===== src/rtl/tap_controller.sv =====
// IEEE 1149.1-style TAP controller: 16-state TMS FSM, 2-bit IR, bypass register
// and TDO mux, driving the select/enable/update controls of a boundary-cell chain.
module tap_controller #(
  parameter int              IR_W   = 2,
  parameter logic [IR_W-1:0] EXTEST = 2'b00,
  parameter logic [IR_W-1:0] SAMPLE = 2'b01,
  parameter logic [IR_W-1:0] BYPASS = 2'b11
) (
  input  logic            Clock,
  input  logic            Reset,
  input  logic            TMS,
  input  logic            TDI,
  input  logic            BSR_TDO,
  output logic            Shift_or_Load,
  output logic            BSR_Clock_en,
  output logic            Update,
  output logic            Test_or_Normal,
  output logic            TDO,
  output logic            TDO_en,
  output logic [3:0]      state,
  output logic [IR_W-1:0] ir
);

  typedef enum logic [3:0] {
    TLR   = 4'hF, RTI   = 4'hC,
    SELDR = 4'h7, CAPDR = 4'h6, SHDR  = 4'h2, EX1DR = 4'h1,
    PAUDR = 4'h3, EX2DR = 4'h0, UPDDR = 4'h5,
    SELIR = 4'h4, CAPIR = 4'hE, SHIR  = 4'hA, EX1IR = 4'h9,
    PAUIR = 4'hB, EX2IR = 4'h8, UPDIR = 4'hD
  } tap_state_e;

  tap_state_e      state_q, state_d;
  logic [IR_W-1:0] ir_q, ir_d;
  logic [IR_W-1:0] ir_shift_q, ir_shift_d;
  logic            bypass_q, bypass_d;
  logic            ton_q, ton_d;
  logic            bsr_sel;

  assign bsr_sel = (ir_q == EXTEST) || (ir_q == SAMPLE);

  always_ff @(posedge Clock) begin
    if (Reset) begin
      state_q    <= TLR;
      ir_q       <= BYPASS;
      ir_shift_q <= 2'b01;
      bypass_q   <= 1'b0;
      ton_q      <= 1'b0;
    end else begin
      state_q    <= state_d;
      ir_q       <= ir_d;
      ir_shift_q <= ir_shift_d;
      bypass_q   <= bypass_d;
      ton_q      <= ton_d;
    end
  end

  always_comb begin
    state_d = state_q;
    unique case (state_q)
      TLR:   state_d = TMS ? TLR   : RTI;
      RTI:   state_d = TMS ? SELDR : RTI;
      SELDR: state_d = TMS ? SELIR : CAPDR;
      CAPDR: state_d = TMS ? EX1DR : SHDR;
      SHDR:  state_d = TMS ? EX1DR : SHDR;
      EX1DR: state_d = TMS ? UPDDR : PAUDR;
      PAUDR: state_d = TMS ? EX2DR : PAUDR;
      EX2DR: state_d = TMS ? UPDDR : SHDR;
      UPDDR: state_d = TMS ? SELDR : RTI;
      SELIR: state_d = TMS ? TLR   : CAPIR;
      CAPIR: state_d = TMS ? EX1IR : SHIR;
      SHIR:  state_d = TMS ? EX1IR : SHIR;
      EX1IR: state_d = TMS ? UPDIR : PAUIR;
      PAUIR: state_d = TMS ? EX2IR : PAUIR;
      EX2IR: state_d = TMS ? UPDIR : SHIR;
      UPDIR: state_d = TMS ? SELDR : RTI;
      default: state_d = TLR;
    endcase
  end

  // Data-path registers; pause states fall through to hold.
  always_comb begin
    ir_d       = ir_q;
    ir_shift_d = ir_shift_q;
    bypass_d   = bypass_q;
    ton_d      = (state_q == TLR) ? 1'b0 : (ir_q == EXTEST);
    case (state_q)
      TLR:   ir_d       = BYPASS;
      CAPIR: ir_shift_d = 2'b01;
      SHIR:  ir_shift_d = {TDI, ir_shift_q[IR_W-1:1]};
      UPDIR: ir_d       = ir_shift_q;
      CAPDR: if (!bsr_sel) bypass_d = 1'b0;
      SHDR:  if (!bsr_sel) bypass_d = TDI;
      default: ;
    endcase
  end

  always_comb begin
    TDO = 1'b0;
    if (state_q == SHIR)      TDO = ir_shift_q[0];
    else if (state_q == SHDR) TDO = bsr_sel ? BSR_TDO : bypass_q;
  end

  assign Shift_or_Load  = (state_q == SHDR) && bsr_sel;
  assign BSR_Clock_en   = ((state_q == CAPDR) || (state_q == SHDR)) && bsr_sel;
  assign Update         = (state_q == UPDDR) && bsr_sel;
  assign Test_or_Normal = ton_q;
  assign TDO_en         = (state_q == SHDR) || (state_q == SHIR);
  assign state          = state_q;
  assign ir             = ir_q;

endmodule


===== config.mk =====
export PLATFORM = sky130hd
export DESIGN_NAME = tap_controller
export DESIGN_NICKNAME = d
export VERILOG_FILES = /design/src/rtl/tap_controller.sv
export SDC_FILE = /design/constraint.sdc
export NUM_CORES = 1
export LEC_CHECK = 0
export BUFFER_PORTS_ARGS = -buffer_cell sky130_fd_sc_hd__buf_4
export CAP_MARGIN = 20
export CORE_AREA = 2 2 39 41
export CTS_BUF_LIST = sky130_fd_sc_hd__clkbuf_2
export CTS_CLUSTER_SIZE = 25
export DETAILED_ROUTE_END_ITERATION = 6
export DIE_AREA = 0 0 41 43
export PLACE_DENSITY = 0.68
export SLEW_MARGIN = 20
export SYNTH_ARGS = -nofsm -noshare
export SYNTH_HDL_FRONTEND = slang
export SYNTH_SLANG_ARGS = --single-unit

===== constraint.sdc =====
create_clock -name Clock -period 3.75 [get_ports Clock]
set_input_delay 0.375 -clock Clock [delete_from_list [all_inputs] [get_ports Clock]]
set_output_delay 0.375 -clock Clock [all_outputs]
set_load 0.005 [all_outputs]

==> results.md <==
* Final core occ at 0.4828
* Die Width at 41 um
* Hold Crit Endpoint: ir_shift_q[1]
* Post-CTS sizing at 0
* Start point of the worst hold path: Reset
* Num CTS Buffers at 3
* Clock Sinks at 10
* Nature of the critical path endpoint: primary output
* Final nets at 84
* Status: finished, final reports clean
* Logic pwr share at 0.212
* Initial Util at 0.3897
* Post-Synth XOR/XNOR Area at 0
* Share of power burned in the clock network at 0.252
* Worst min path class: in2reg
* Clock Path Buffers at 2
* Setup crit start: state[1]
* CP Max Fanout at 13
* Die Y at between 40 and 50 um
* Area fraction in compound gates after synthesis at 0.1694
* Measured slew at the worst slew-check pin at 0.4718 ns
* Average wire per standard cell at 12.36 um
* Layout cells sized above 1 at 0.3205
* Hold_buf cts at 0
* Seq/Total Area, Yosys at 0.3712
* R2r setup slk at 2.34 ns
* Synth Warn # at 0
* Crit path launch type: register
* Register area at ~200 um^2
* Total Wirelength at 1.162 mm
* R2R depth at 3
* Final min period at 1.929 ns
* Routability congestion estimate at 0.7125
* Fin crit share at 0.5144
* Switching Fraction at 0.3291
* Leak at 0.0003072 uW
* Pre-antenna DRT Iters at 4
* Mapped Cells at 63
* MaxCap Viol Count at 0
* CTS clock-pin slew for the worst setup and hold paths at about 0.11 ns
* Finished Layout Cells at 94
* Worst Path Class, Setup: reg2out
* ANT cells at 0
* Footprint of the multi-input gates at 305.3 um^2
* R2R Path Start: state[2]
* PD cells at 373.9 nW/um^2
* CORE AREA at between 1000 and 1500 um^2
* Initial antenna violation count at 0
* Routed vias at 522
* P_sw at just over 80 uW
* Sequential power share at 0.536
* Vias in the first global route at 439
* Max Clock Freq at 0.5184 GHz
* Hold path depth at 2
* Final Hold Violating Endpoints at 0
* WP data required at 3.38 ns
* Site Rows at 14
* First-pass GRT wire length at 1.959 mm
* Post-CTS Setup Bufs at 0
* Initial DRC Count at 8
* I/O Buffers at 16
* Largest net degree at the start of global routing at 16
* Number of synthesized register bits at 10
* Grt ovf at 0
* Fin Hold WS at between 0.3 and 0.4 ns
* Combinational family with the most area after synthesis: simple AND/OR/NAND/NOR gates
* I/O pin count at 17
* Count of different cell masters after synthesis at 27
* Worst skew pair latency at 0.26 ns
* H-tree level count at 1
* Root Buffer: clkbuf_2
* GRT Overall Usage at 0.1648
* VDD IR-drop max at 0.1586 mV
* Synthesized Nets at 68
* Post-Syn Area at 539.3 um^2
* Worst slew margin at 0.6851
* Int Pwr at between 150 and 200 uW
* Syn_area_per_cell at 8.560 um^2
* Post-synthesis simple-gate area fraction at 0.3411
* Fillers at 138
* Final max-slew violation count at 0
* Antenna-violating nets left at 0
* Final setup fails at 0
* Placed cell count at 90
* Post-synthesis adder-cell area fraction at 0
* # DRC at 0
* Final setup skew at approximately 0.0056 ns
* RSZ-0062 raised after global routing: false
* Mux share of post-synthesis cell area at 0.05568
* Area Overhead vs Synth at 23.90%
* CTS tree: built
* Die area at 1763 um^2
* Reg-to-reg critical path endpoint: state[1]
* Setup TNS at 0 ns
* Vias per cell at 5.553
* Arr. time, crit path at 1.55 ns
* Final HPWL DP at 806.9 um
-- area by class of cell --
cell class,instances,area share
Clock buffer,3,0.02247
Clock inverter,1,0.005618
Inverter,1,0.005618
Multi-Input combinational cell,47,0.4569
Sequential cell,10,0.2996
Tap cell,16,0.02996
Timing Repair Buffer,16,0.1798
-- cell usage in the layout (no fill, tap or decap), types with 2 or more instances in the layout --
cell | netlist | layout
nor4_1 | 2 | 2
nand2b_1 | 3 | 3
nand2_1 | 4 | 4
mux2i_1 | 3 | 3
nor2_1 | 6 | 6
dfxtp_1 | 10 | 10
o21bai_1 | 3 | 3
o21ai_0 | 2 | 2
a211o_1 | 2 | 2
nand3_1 | 2 | 2
buf_4 | 0 | 16
clkbuf_2 | 0 | 3
nor3_1 | 5 | 5
nor2b_1 | 3 | 3
a21oi_1 | 2 | 2
-- per-layer routing --
layer / global-route usage / share of wire
met1: 0.2032 / 0.44
met2: 0.2406 / 0.48
met3: 0.03141 / 0.041
met4: 0.1200 / 0.033
met5: 0 / 0
-- cell usage after synthesis --
library cell | count | share of area
dfxtp_1 | 10 | 0.37
nor2_1 | 6 | 0.042
nor3_1 | 5 | 0.046
nand2_1 | 4 | 0.028
buf_2 | 3 | 0.028
mux2i_1 | 3 | 0.056
nand2b_1 | 3 | 0.035
nor2b_1 | 3 | 0.035
o21bai_1 | 3 | 0.042
a211o_1 | 2 | 0.032
a21oi_1 | 2 | 0.019
nand3_1 | 2 | 0.019
nor4_1 | 2 | 0.023
o21ai_0 | 2 | 0.019
a2111oi_2 | 1 | 0.028
a21oi_2 | 1 | 0.016
and2_1 | 1 | 0.012
and3_2 | 1 | 0.014
and4bb_2 | 1 | 0.023
buf_1 | 1 | 0.0070
buf_6 | 1 | 0.021
inv_1 | 1 | 0.0070
nand3b_1 | 1 | 0.014
o21a_1 | 1 | 0.014
or2b_4 | 1 | 0.021
or3b_2 | 1 | 0.016
or4_1 | 1 | 0.014
-- worst max-delay path, cell delays in order, from the launching register on --
cell     delay (ns)
dfxtp_1        0.57
or2b_4         0.35
nor2_1         0.14
and2_1         0.14
buf_4          0.10
-- power groups by stage --
stage | logic [uW] | clock network, uW | registers [uW]
final | 52.9 | 62.9 | 134
after global routing | 59.4 | 68.6 | 137
after CTS | 53.4 | 64.4 | 134
after detailed placement | 53.2 | 0 | 136
after global placement | 52.4 | 0 | 136
after floorplan | 47.9 | 0 | 123
-- flip-flops by register name, indices dropped and copies added, names as in the netlist --
signal	cells
state	4
ir	2
bypass_q	1
Test_or_Normal	1
ir_shift_q	2
-- worst max-delay path by stage --
stage / to / slack [ns] / cells past startpoint
2_1_floorplan: TDO / 2.40 / 4
3_3_place_gp: TDO / 2.17 / 4
3_5_place_dp: TDO / 2.13 / 4
4_1_cts: TDO / 1.83 / 4
5_1_grt: TDO / 1.72 / 4
6_report: TDO / 1.82 / 4
-- cell families after synthesis --
family	count (synthesis)
flip-flops	10
multiplexers	3
AO/OA/AOI/OAI	12
AND/OR/NAND/NOR	32
buffers and inverters	6
-- through the flow --
step / setup WS [ns] / instance area, um^2 / power, uW
detailed placement: 2.125 / 649.4 / 189.6
global route: 1.724 / 668.1 / 264.7
global placement: 2.167 / 649.4 / 188.4
floorplan: 2.395 / 539.3 / 171.1
CTS: 1.825 / 668.1 / 251.7
finish: 1.821 / 668.1 / 249.8
Power figures use the tool's default switching activity.
